`src/rtl/muldiv_pkg.sv`:
```
// Shared definitions for the multiply/divide unit: operand widths,
// divide controller states and the R-type funct codes that select DIV/DIVU.
package muldiv_pkg;

  localparam int WIDTH = 32;
  localparam int CNT_W = 5;

  // Same funct encodings the decoder uses for its R-type path.
  localparam logic [5:0] FUNCT_DIV  = 6'b011010;
  localparam logic [5:0] FUNCT_DIVU = 6'b011011;

  typedef enum logic [1:0] {
    IDLE = 2'd0,
    CALC = 2'd1,
    FIX  = 2'd2,
    DONE = 2'd3
  } div_state_e;

endpackage

```
`src/rtl/div_seq_ctrl_if.sv`:
```
// E-stage handshake between the pipeline and the divide controller.
// The pipeline side drives the master modport, the controller takes the slave modport.
interface div_seq_ctrl_if;
  import muldiv_pkg::*;

  logic             div_startE;
  logic             div_signedE;
  logic [WIDTH-1:0] src_aE;
  logic [WIDTH-1:0] src_bE;
  logic             flushE;
  logic             stallM;
  logic             div_stallE;
  logic             div_validE;
  logic [WIDTH-1:0] hi_oE;
  logic [WIDTH-1:0] lo_oE;
  logic             hilo_wenE;

  modport master (
    output div_startE, div_signedE, src_aE, src_bE, flushE, stallM,
    input  div_stallE, div_validE, hi_oE, lo_oE, hilo_wenE
  );

  modport slave (
    input  div_startE, div_signedE, src_aE, src_bE, flushE, stallM,
    output div_stallE, div_validE, hi_oE, lo_oE, hilo_wenE
  );

endinterface

```
`src/rtl/div_step.sv`:
```
// One radix-2 restoring divide iteration: shift {rem,quo} left, trial-subtract
// the divisor from the upper half and keep it only when it does not go negative.
module div_step #(
  parameter int WIDTH = 32
) (
  input  logic [WIDTH-1:0] rem_i,
  input  logic [WIDTH-1:0] quo_i,
  input  logic [WIDTH-1:0] dvs_i,
  output logic [WIDTH-1:0] rem_o,
  output logic [WIDTH-1:0] quo_o
);

  logic [WIDTH:0] shifted;
  logic [WIDTH:0] diff;

  // rem < divisor always holds, so the shifted value fits in WIDTH+1 bits and
  // the top bit of the difference is a clean borrow flag.
  assign shifted = {rem_i, quo_i[WIDTH-1]};
  assign diff    = shifted - {1'b0, dvs_i};

  always_comb begin
    if (!diff[WIDTH]) begin
      rem_o = diff[WIDTH-1:0];
      quo_o = {quo_i[WIDTH-2:0], 1'b1};
    end else begin
      rem_o = shifted[WIDTH-1:0];
      quo_o = {quo_i[WIDTH-2:0], 1'b0};
    end
  end

endmodule

```
`src/rtl/div_seq_ctrl.sv`:
```
// Multi-cycle DIV/DIVU controller for the E stage with HILO write strobe.
// Optional DIV_EARLY_EXIT_EN: finish in one cycle when |a| < |b| (nonzero b).
module div_seq_ctrl #(
  parameter int WIDTH = muldiv_pkg::WIDTH,
  parameter int CNT_W = muldiv_pkg::CNT_W
) (
  input  logic          clk,
  input  logic          rst,
  div_seq_ctrl_if.slave bus
);
  import muldiv_pkg::*;

  div_state_e       state_q, state_d;
  logic [CNT_W-1:0] cnt_q, cnt_d;
  logic [WIDTH-1:0] rem_q, rem_d;
  logic [WIDTH-1:0] quo_q, quo_d;
  logic [WIDTH-1:0] dvs_q, dvs_d;
  logic [WIDTH-1:0] hi_q, hi_d;
  logic [WIDTH-1:0] lo_q, lo_d;
  logic             qneg_q, qneg_d;
  logic             rneg_q, rneg_d;

  logic             start_ok;
  logic             early_exit;
  logic             last_iter;
  logic [WIDTH-1:0] abs_a, abs_b;
  logic [WIDTH-1:0] step_rem, step_quo;
  logic             stall_o, valid_o;

  assign start_ok  = bus.div_startE & ~bus.flushE;
  assign last_iter = (cnt_q == CNT_W'(WIDTH - 1));

  // DIVU operands are taken as-is; DIV works on magnitudes and fixes signs later.
  assign abs_a = (bus.div_signedE && bus.src_aE[WIDTH-1]) ? -bus.src_aE : bus.src_aE;
  assign abs_b = (bus.div_signedE && bus.src_bE[WIDTH-1]) ? -bus.src_bE : bus.src_bE;

`ifdef DIV_EARLY_EXIT_EN
  assign early_exit = (abs_b != '0) && (abs_a < abs_b);
`else
  assign early_exit = 1'b0;
`endif

  div_step #(
    .WIDTH (WIDTH)
  ) u_step (
    .rem_i (rem_q),
    .quo_i (quo_q),
    .dvs_i (dvs_q),
    .rem_o (step_rem),
    .quo_o (step_quo)
  );

  always_ff @(posedge clk) begin
    if (rst) begin
      state_q <= IDLE;
    end else begin
      state_q <= state_d;
    end
  end

  // Flush beats everything, including a start arriving in the same cycle.
  always_comb begin
    state_d = state_q;
    if (bus.flushE) begin
      state_d = IDLE;
    end else begin
      case (state_q)
        IDLE:    if (bus.div_startE) state_d = early_exit ? DONE : CALC;
        CALC:    if (last_iter) state_d = FIX;
        FIX:     state_d = DONE;
        DONE:    if (!bus.stallM) state_d = IDLE;
        default: state_d = IDLE;
      endcase
    end
  end

  always_comb begin
    stall_o = 1'b0;
    valid_o = 1'b0;
    case (state_q)
      IDLE:      stall_o = start_ok;
      CALC, FIX: stall_o = 1'b1;
      DONE:      valid_o = 1'b1;
      default:   stall_o = 1'b0;
    endcase
  end

  assign bus.div_stallE = stall_o;
  assign bus.div_validE = valid_o;
  assign bus.hilo_wenE  = valid_o & ~bus.stallM & ~bus.flushE;
  assign bus.hi_oE      = hi_q;
  assign bus.lo_oE      = lo_q;

  // Datapath: hi/lo only change on a completed FIX or an early exit, so they
  // stay put for the whole DONE hold.
  always_comb begin
    cnt_d  = cnt_q;
    rem_d  = rem_q;
    quo_d  = quo_q;
    dvs_d  = dvs_q;
    hi_d   = hi_q;
    lo_d   = lo_q;
    qneg_d = qneg_q;
    rneg_d = rneg_q;
    case (state_q)
      IDLE: begin
        if (start_ok) begin
          cnt_d  = '0;
          rem_d  = '0;
          quo_d  = abs_a;
          dvs_d  = abs_b;
          qneg_d = bus.div_signedE & (bus.src_aE[WIDTH-1] ^ bus.src_bE[WIDTH-1]);
          rneg_d = bus.div_signedE & bus.src_aE[WIDTH-1];
          if (early_exit) begin
            hi_d = bus.src_aE;
            lo_d = '0;
          end
        end
      end
      CALC: begin
        rem_d = step_rem;
        quo_d = step_quo;
        cnt_d = cnt_q + CNT_W'(1);
      end
      FIX: begin
        if (!bus.flushE) begin
          lo_d = qneg_q ? -quo_q : quo_q;
          hi_d = rneg_q ? -rem_q : rem_q;
        end
      end
      default: begin
        cnt_d = cnt_q;
      end
    endcase
  end

  always_ff @(posedge clk) begin
    if (rst) begin
      cnt_q  <= '0;
      rem_q  <= '0;
      quo_q  <= '0;
      dvs_q  <= '0;
      hi_q   <= '0;
      lo_q   <= '0;
      qneg_q <= 1'b0;
      rneg_q <= 1'b0;
    end else begin
      cnt_q  <= cnt_d;
      rem_q  <= rem_d;
      quo_q  <= quo_d;
      dvs_q  <= dvs_d;
      hi_q   <= hi_d;
      lo_q   <= lo_d;
      qneg_q <= qneg_d;
      rneg_q <= rneg_d;
    end
  end

endmodule

```
`src/flat_wrapper.sv`:
```
// flat-port wrapper written by rule: the top's interface ports become plain ports
module div_seq_ctrl_flat import muldiv_pkg::*;
#(
  parameter int WIDTH = muldiv_pkg::WIDTH,
  parameter int CNT_W = muldiv_pkg::CNT_W
)
  (clk, rst, bus_div_startE, bus_div_signedE, bus_src_aE, bus_src_bE, bus_flushE, bus_stallM, bus_div_stallE, bus_div_validE, bus_hi_oE, bus_lo_oE, bus_hilo_wenE);
  div_seq_ctrl_if bus_i ();
  input  logic clk;
  input  logic rst;
  input wire logic [$bits(bus_i.div_startE)-1:0] bus_div_startE;
  input wire logic [$bits(bus_i.div_signedE)-1:0] bus_div_signedE;
  input wire logic [$bits(bus_i.src_aE)-1:0] bus_src_aE;
  input wire logic [$bits(bus_i.src_bE)-1:0] bus_src_bE;
  input wire logic [$bits(bus_i.flushE)-1:0] bus_flushE;
  input wire logic [$bits(bus_i.stallM)-1:0] bus_stallM;
  output wire logic [$bits(bus_i.div_stallE)-1:0] bus_div_stallE;
  output wire logic [$bits(bus_i.div_validE)-1:0] bus_div_validE;
  output wire logic [$bits(bus_i.hi_oE)-1:0] bus_hi_oE;
  output wire logic [$bits(bus_i.lo_oE)-1:0] bus_lo_oE;
  output wire logic [$bits(bus_i.hilo_wenE)-1:0] bus_hilo_wenE;
  assign bus_i.div_startE = bus_div_startE;
  assign bus_i.div_signedE = bus_div_signedE;
  assign bus_i.src_aE = bus_src_aE;
  assign bus_i.src_bE = bus_src_bE;
  assign bus_i.flushE = bus_flushE;
  assign bus_i.stallM = bus_stallM;
  assign bus_div_stallE = bus_i.div_stallE;
  assign bus_div_validE = bus_i.div_validE;
  assign bus_hi_oE = bus_i.hi_oE;
  assign bus_lo_oE = bus_i.lo_oE;
  assign bus_hilo_wenE = bus_i.hilo_wenE;
  div_seq_ctrl #(.WIDTH(WIDTH), .CNT_W(CNT_W)) u_core (.clk(clk), .rst(rst), .bus(bus_i));
endmodule
```
`config.mk`:
```
export PLATFORM = sky130hd
export DESIGN_NAME = div_seq_ctrl_flat
export DESIGN_NICKNAME = d
export VERILOG_FILES = /design/src/rtl/muldiv_pkg.sv /design/src/rtl/div_seq_ctrl_if.sv /design/src/rtl/div_step.sv /design/src/rtl/div_seq_ctrl.sv /design/src/flat_wrapper.sv
export SDC_FILE = /design/constraint.sdc
export NUM_CORES = 1
export LEC_CHECK = 0
export ABC_AREA = 0
export BUFFER_PORTS_ARGS = -buffer_cell sky130_fd_sc_hd__buf_2
export CAP_MARGIN = 15
export CORE_MARGIN = 4
export CORE_UTILIZATION = 49
export DETAILED_ROUTE_END_ITERATION = 12
export PLACE_DENSITY = 0.76
export SYNTH_ARGS = -nofsm -noshare
export SYNTH_HDL_FRONTEND = slang
export SYNTH_SLANG_ARGS = --single-unit
export TNS_END_PERCENT = 10
```
`constraint.sdc`:
```
create_clock -name clk -period 3.25 [get_ports clk]
set_input_delay 0.325 -clock clk [delete_from_list [all_inputs] [get_ports clk]]
set_output_delay 0.325 -clock clk [all_outputs]
set_load 0.01 [all_outputs]
```
# Yosys cells after proc, flatten, opt, wreduce, memory -nomap -nowiden
# Index checks and enable logic that the tools add are counted.
word_totals:
  n_memories: 0
  wordCells: 59
  ram_bits: 0
  regBits: 169
  out_inout_bits: 67
  romBits: 0
  latch_bits: 0
classes:
  n_lt_le_gt_ge: 0
  n_reduce_logical: 10
  n_bitwise: 8
  n_shift: 0
  add_sub_neg: 6
  muxes: 18
  n_eq_ne: 8
  div_mod_pow: 0
  multipliers: 0
ops:
  columns: ["op", "n"]
  rows:
  - ["2-to-1 mux 32 bit", 7]
  - ["negator 32 bit", 4]
  - ["case mux 32 bit (2 select lines)", 2]
  - ["subtractor 33 x 32 -> 33 bit", 1]
  - ["case mux 5 bit (2 select lines)", 1]
  - ["case mux 2 bit (4 select lines)", 1]
  - ["2-to-1 mux 2 bit", 3]
  - ["AND reduction 2 bit", 3]
  - ["adder 5 x 1 -> 5 bit (second input constant)", 1]
  - ["bitwise AND 1 bit", 5]
  - ["equality test 5 bit (second input constant)", 1]
  - ["2-to-1 mux 5 bit", 1]
  - ["equality test 2 bit (second input constant)", 2]
  - ["inequality test 2 x 1 -> 1 bit (second input constant)", 2]
  - ["inequality test 2 bit (second input constant)", 2]
  - ["OR reduction 2 bit", 2]
  - ["AND reduction 3 bit", 1]
  - ["equality test 2 x 1 -> 1 bit (second input constant)", 1]
  - ["logical AND 1 bit", 2]
  - ["logical NOT 2 bit", 1]
  - ["2-to-1 mux 1 bit", 2]
  - ["NOT 1 bit", 2]
  - ["case mux 1 bit (2 select lines)", 1]
  - ["nonzero test 2 bit", 1]
  - ["XOR 1 bit", 1]

# Logic depth before layout (Yosys ltp)
# Gate-level depths: netlist of run 1.
logic_depth:
  word_depth: 4
  mapped_depth: 14
  depth_no_buf: 12

# Hierarchy
# Synthesis of run 1 repeated with hierarchy kept, for this count alone.
unflattened:
  cells_unflattened: 1452
  hier_area_um2: 11612.4
modules_own_cells:
  columns: ["mod", "n_inst", "seq_area_each_um2", "area_per_inst_um2", "cells_per_inst"]
  rows:
  - ["div_seq_ctrl", 1, 3383.2, 9021.2, 1116]
  - ["div_step", 1, 0.0, 2591.2, 336]

# Least setup slack after synthesis of run 1
# OpenSTA, ideal clock, no wires.
synth_timing:
  path_type: "register -> register"
  start: "register u_core.quo_q[0]"
  end: "register u_core.lo_q[28] (netlist: u_core.bus.lo_oE[28])"
  synth_period_minus_slack_ns: 3.362
  arrival_ns: 3.277
  required_time_ns: 3.164
  setup_slack_ns: -0.112
  path_stages_with_launch: 12
  setup_time_ns: 0.086
  n_path_buf: 0
  path_cell_list: "dfxtp_1 inv_1 ha_1 or3b_1 or3_1 or4_1 or2_1 or3_1 or4_1 o31ai_1 xor2_1 a211oi_1"
synth_between:
  elab_chain_len: 2
synth_lines:
  columns: ["item", "line_no", "rtl"]
  rows:
  - ["start: declaration", "div_seq_ctrl.sv:16", "logic [WIDTH-1:0] quo_q, quo_d;"]
  - ["start signal: assignment", "div_seq_ctrl.sv:150", "quo_q <= quo_d;"]
  - ["negator 32 bit", "div_seq_ctrl.sv:127", "lo_d = qneg_q ? -quo_q : quo_q;"]
  - ["2-to-1 mux 32 bit", "div_seq_ctrl.sv:127", null]
  - ["end signal: assignment", "div_seq_ctrl.sv:153", "lo_q <= lo_d;"]
  - ["end: declaration", "div_seq_ctrl.sv:19", "logic [WIDTH-1:0] lo_q, lo_d;"]
# No other way between the ends.
# A chain may end at the register's enable or synchronous reset.

# Final worst setup path of run 1
# Ends and elaborated chain as after synthesis.

==> results.md, run 1 <==
- Vias in the first global route: 9,350
- VDD IR-drop max: 0.293 mV
- Drt first-iter violations: 776
- Clk root buf: clkbuf_16
- Top-count cell post-synth: nand2_1
- Post-Synthesis Cells: between 1k and 1.5k
- # hold bufs at CTS: 0
- Arrival @ worst endpoint: around 3.7 ns
- Pre-CTS setup slack: -0.141 ns
- Yosys warns: 0
- Core Region: 0.0212 sq mm
- Reg2reg path depth: 11
- Clock Skew: 0.0110 ns
- Vias: 10.3k
- Port buffer count: between 100 and 150
- HP Start: bus_src_bE[0]
- DRC: 0
- Register area share after synthesis: 31.8%
- CP max stage cell: or4_4
- Reg2Reg Launch Point: u_core.quo_q[0]
- Antenna Cells: 0
- Fillers: 1,951
- Placement Rows: 53
- Worst skew pair latency: roughly 0.43 ns
- Synth cell types: 66
- Slew @ Worst Pin: 0.989 ns
- Remaining Overflow, GRT: 0
- Initial antenna violation count: 0
- Worst slew margin: 34.0%
- Fin. max-slew vios: 0
- Endpoints failing hold: 0
- Cell Chain, Critical Path: inv_1 > ha_1 > or3b_4 > or3_4 > or4_4 > or2_4 > or3_4 > or4_4 > o31ai_4 > xor2_1 > a211oi_1
- R2R setup slack: -0.16 ns
- Placed insts: 1,765
- Delay of the slowest cell on the worst path: 0.50 ns
- Final cell count without fillers: between 1.5k and 2k
- DR pass1 iterations: 5
- Die area: between 0.02 and 0.025 sq mm
- Nets: 1,625
- Synthesized flop and latch total: 169
- Min Tclk post-route: between 3 and 4 ns
- CTS H-Tree Depth: 4
- Top cells by area, synth: dfxtp_1, xor2_1, nand2_1, a211oi_1, ha_1
- Hold path depth: 3
- Num CTS Buffers: 17
- Overall routing resource usage: between 20% and 30%
- Hpwl dp: 21,300 microns
- Hold EP: u_core.dvs_q[0]
- Outcome: complete, but fails checks
- WL final: around 28,000 microns
- Failing checks: negative setup slack
- GPL Wtd Cong: 1.01
- Share of the synthesized area in the top cell type: 31.8%
- Final Setup Violations: 7
- Clk sinks: ~170
- Share of cells above drive strength 1: 17.1%
- Top FF cell, synth: dfxtp_1
- Worst-path maximum fanout: 3
- Area Growth Syn to Fin: 18.1%
- EDFF count, synth: 0
- Largest net degree at the start of global routing: a little under 90
- Io pins: 137
- TritonCTS clock tree: done
- Syn Nets: 1,491
- CP Launch Type: flop
- Pwr/cell area: 417 mW/mm^2
- Most frequent cells after synthesis: nand2_1, dfxtp_1, nor2_1
- Die X: 155 microns
- Max frequency: 293 MHz
- Period Utilization, post-route: 105%
- Cell taking the most area after synthesis: dfxtp_1
- Max Cap Viol: 0
- Crit path kind: flop to flop
- Crit end category: flop
- Critical Path RT: 3.53 ns
- Synthesized cell area: 0.0106 sq mm
- Die span in y: roughly 160 microns
- R2r endpoint: u_core.bus.lo_oE[28]
- Worst Setup SP: u_core.quo_q[0]
- DR vias/cell: 5.74
- RSZ-0062 raised after global routing: true
- Starting density of the core: 50.2%
- Global-route wire length before repair: 46,600 microns
- Final ANT Viol Nets: 0
- Mean routed wirelength per cell: 15.8 microns
- Avg Inst Size Synth: 7.73 sq um
- Worst hold path type: primary input to flop
- Pleak: a little over 0.005 uW
- Ys async rst share: 0%
- Reg clk slew, reported paths: 0.07 ns
- Maximum clock insertion buffer count: 2
- Final worst slack: -0.159 ns
==> cell families after synthesis <==
kind of cell	count (synthesis)	synth area share, %
and+or+nand+nor	481	20.8
AOI/OAI and AO/OA	377	23.0
buffers and inverters	136	4.80
adders and majority gates	44	5.24
muxes	29	2.74
DFF	169	31.8
xor gates and xnor gates	141	11.6
==> registers in the layout, indices dropped and copies added, names as in the netlist <==
signal	flops
u_core.rneg_q	1
u_core.cnt_q	5
u_core.qneg_q	1
u_core.rem_q	32
u_core.dvs_q	32
u_core.bus.hi_oE	32
u_core.bus.lo_oE	32
u_core.state_q	2
u_core.quo_q	32
==> report_power, final <==
part / total (uW) / internal [uW] / leakage, uW / switching (uW)
clock network: 2060 / 1100 / 0.000286 / 960
logic: 989 / 427 / 0.00338 / 562
registers: 2200 / 2130 / 0.00137 / 66.3
total: 5250 / 3660 / 0.00504 / 1590
==> layer usage <==
metal	share of wire (%)	track usage, %	vias to the layer above
met5	0	0	-
met4	1.3	5.79	0
met3	6.7	4.53	30
met2	43	33.9	300
met1	49	34.2	4780
li1	-	-	5221
==> stage by stage <==
stage | util [%] | hold slack [ns] | power, uW | cell area, sq um | setup TNS (ns)
final | 59.3 | 0.202 | 5250 | 12600 | -0.646
after global routing | 59.3 | 0.200 | 5480 | 12600 | -1.19
after CTS | 59.0 | 0.179 | 5240 | 12500 | -0.516
after detailed placement | 56.0 | 0.447 | 3180 | 11900 | -0.510
after global placement | 56.0 | 0.438 | 3160 | 11900 | -0.183
after floorplan | - | 0.404 | 2860 | 10700 | -0.430
==> cell type report <==
cell class / instances / area [sq um] / share of cell area [%]
multi-input combinational: 1072 / 6880 / 54.7
tap: 275 / 344 / 2.74
clock inverter: 15 / 168 / 1.33
inverter: 55 / 206 / 1.64
timing repair buffer: 196 / 1170 / 9.31
clock buffer: 17 / 425 / 3.38
sequential: 169 / 3380 / 26.9
==> worst max-delay path: cells and delay by family, from the launching register on <==
family,cells,cell delay [ns]
DFF,1,0.33
AOI/OAI and AO/OA,2,0.27
xor gates and xnor gates,1,0.17
buffers and inverters,1,0.06
and+or+nand+nor,6,2.26
adders and majority gates,1,0.16
==> what timing repair did <==
item / 4_1_cts / 5_1_grt
setup endpoints to repair: 6 / 39
pin swaps: 2 / 5
resized for setup: 5 / 12
buffers inserted: 0 / 2
==> cell usage in the layout, fill, tap and decap left out, drive strengths merged, types with 20 or more instances in the layout <==
cell,n
xnor2,46
o21ai,85
nor3,20
nor2,135
a31oi,34
nand3,47
nand2,176
a21oi,80
a211oi,80
o31ai,29
buf,196
xor2,95
ha,43
inv,65
dfxtp,169
mux2i,28
==> worst max path at each step <==
stage / end / slack, ns / cells after the start
2_1_floorplan: u_core.bus.lo_oE[29] / -0.11 / 9
3_3_place_gp: u_core.bus.lo_oE[29] / -0.05 / 9
3_5_place_dp: u_core.bus.lo_oE[28] / -0.14 / 11
4_1_cts: u_core.bus.lo_oE[28] / -0.13 / 11
5_1_grt: u_core.bus.lo_oE[26] / -0.22 / 11
6_report: u_core.bus.lo_oE[28] / -0.16 / 11
Note: power is estimated with default switching activity, not from simulation.
==> run 2: changes to the inputs <==
==> constraint.sdc (replaced) <==
create_clock -name clk -period 3.25 [get_ports clk]
set_input_delay 0 -clock clk [delete_from_list [all_inputs] [get_ports clk]]
set_output_delay 0 -clock clk [all_outputs]
set_load 0.01 [all_outputs]
==> run 2 against run 1 <==
  * The flow still finishes with violations (negative setup slack)
  * First-iteration DRC count increased by 3.1%
  * Maximum frequency about the same
  * Worst hold slack got worse by 0.15 ns
  * Critical path depth decreased by 2
  * Routed wire length increased by 4.2%
  * Sequential share of layout area decreased by 1.4 points
  * Largest power group is now clock
  * Highest routed layer unchanged
  * Via count increased by 2.7%
  * Non-clock buffer count increased by 60
==> results.md, run 2 (synthesized netlist as in run 1, its figures left out) <==
- Outcome: complete, but fails checks
- Failing checks: negative setup slack
- DR vias/cell: around 5.7
- DR pass1 iterations: 5
- Power consumption: between 5000 and 6000 uW
- Max frequency: about 300 MHz
- Area Growth Syn to Fin: 24.6%
- TritonCTS clock tree: done
- Critical Path RT: between 3 and 4 ns
- Clock Skew: roughly 0.014 ns
- R2r endpoint: u_core.bus.lo_oE[29]
- Final ANT Viol Nets: 0
- Mean routed wirelength per cell: 15.9 microns
- Die span in y: 155 microns
- Worst hold path type: primary input to flop
- RSZ-0062 raised after global routing: true
- Clk sinks: 169
- Final worst slack: -0.156 ns
- Core Region: 0.0212 sq mm
- Min Tclk post-route: 3.41 ns
- Remaining Overflow, GRT: 0
- Reg clk slew, reported paths: 0.07 ns
- Hold EP: u_core.quo_q[17]
- Die area: 0.0241 sq mm
- Max Cap Viol: 0
- Vias in the first global route: ~9.7k
- Io pins: 137
- Die X: 155 microns
- GPL Wtd Cong: 0.947
- Fin util: 62.5%
- VDD IR-drop max: ~0.31 mV
- Placement Rows: 53
- Hold path depth: 2
- Antenna Cells: 0
- Global-route wire length before repair: 48,700 microns
- Fin. max-slew vios: 0
- R2R setup slack: -0.16 ns
- HP Start: rst
- Crit end category: flop
- Starting density of the core: 50.2%
- Pleak: ~0.0053 uW
- Worst skew pair latency: ~0.44 ns
- Pwr/cell area: 418 mW/mm^2
- Endpoints failing hold: 0
- CTS H-Tree Depth: 4
- Hpwl dp: 20,800 microns
- Reg2reg path depth: 9
- Arrival @ worst endpoint: 3.74 ns
- Largest net degree at the start of global routing: 119
- Share of cells above drive strength 1: 16.0%
- Clk root buf: clkbuf_16
- Worst slew margin: between 20% and 30%
- Port buffer count: 136
- Period Utilization, post-route: 105%
- Reg2Reg Launch Point: u_core.quo_q[2]
- Nets: ~1.7k
- Final Setup Violations: 6
- DRC: 0
- Vias: 10.6k
- Maximum clock insertion buffer count: 2
- Most common cell after layout, fill and taps aside: nand2_1
- Num CTS Buffers: 17
- Worst-path maximum fanout: 3
- Initial antenna violation count: 0
- Crit path kind: flop to flop
- Slew @ Worst Pin: approximately 1.1 ns
- Pre-CTS setup slack: -0.138 ns
- CP Launch Type: flop
- Overall routing resource usage: 24.2%
- Drt first-iter violations: 800
- Most frequent cells in the layout: nand2_1, dfxtp_1, buf_2, nor2_1, xor2_1
- WL final: 29,600 microns
==> run 2: changes by cell type in the layout (fill, tap and decap cells not counted), sizes merged <==
cell | before | now
buf | 196 | 191
bufinv | 1 | 5
clkbuf | 17 | 18
dlygate4sd3 | 0 | 65
inv | 65 | 60
==> run 2: worst max-delay path by stage <==
stage	start	endpoint	slack, ns	cells after the start
after floorplan	u_core.quo_q[2]	u_core.bus.lo_oE[29]	-0.11	9
after CTS	u_core.quo_q[2]	u_core.bus.lo_oE[29]	-0.18	9
after detailed placement	u_core.quo_q[0]	u_core.bus.lo_oE[28]	-0.14	11
final	u_core.quo_q[2]	u_core.bus.lo_oE[29]	-0.16	9
after global routing	u_core.quo_q[0]	u_core.bus.lo_oE[26]	-0.22	11
after global placement	u_core.quo_q[2]	u_core.bus.lo_oE[29]	-0.05	9
==> run 2: routing by layer <==
metal | global-route usage, % | up-vias | part of all wire [%]
met5 | 0 | - | 0
met4 | 7.88 | 0 | 2.1
met3 | 4.03 | 60 | 7.7
met2 | 35.3 | 436 | 43
met1 | 36.1 | 4781 | 48
li1 | - | 5330 | -
==> run 2: final cells by class <==
type | instances | area, sq um
well taps | 275 | 344
inverters | 55 | 206
clock inverters | 14 | 234
flip-flops and latches | 169 | 3380
clock buffers | 18 | 429
multi-input cells | 1072 | 6870
fillers | 1849 | 7960
repair buffers | 256 | 1800
==> run 2: report_power, final <==
part	leakage, uW	total, uW	internal (uW)	switching [uW]
Combinational	0.00363	1040	471	569
Clock	0.000317	2300	1390	917
Sequential	0.00137	2200	2140	66.2
==> run 2: worst max-delay path, stage by stage, from the launching register on <==
cell,delay (ns)
dfxtp_2,0.32
or3_4,0.37
or4_4,0.42
or4_4,0.43
or4_4,0.44
or3_4,0.35
or4_4,0.46
o41ai_4,0.23
xor2_1,0.20
o21ai_1,0.08
==> run 2: through the flow <==
| step | instance area [sq um] | hold slack, ns | TNS, ns | cells |
|---|---|---|---|---|
| 2_1_floorplan | 10700 | 0.0495 | -0.430 | 1377 |
| 3_3_place_gp | 11900 | 0.250 | -0.173 | 1762 |
| 3_5_place_dp | 11900 | 0.260 | -0.557 | 1762 |
| 4_1_cts | 13200 | 0.00710 | -0.573 | 1859 |
| 5_1_grt | 13300 | 0.0973 | -1.10 | 1859 |
| 6_report | 13300 | 0.0509 | -0.543 | 1859 |
==> run 2: timing repair <==
| action | 4_1_cts | 5_1_grt |
|---|---|---|
| cloned | 0 | 0 |
| hold buffers | 65 | 0 |
| setup endpoints to repair | 6 | 32 |
| gates resized for setup | 1 | 15 |
| pin swaps | 0 | 3 |
| setup buffers | 0 | 0 |
| hold endpoints to repair | 64 | 0 |
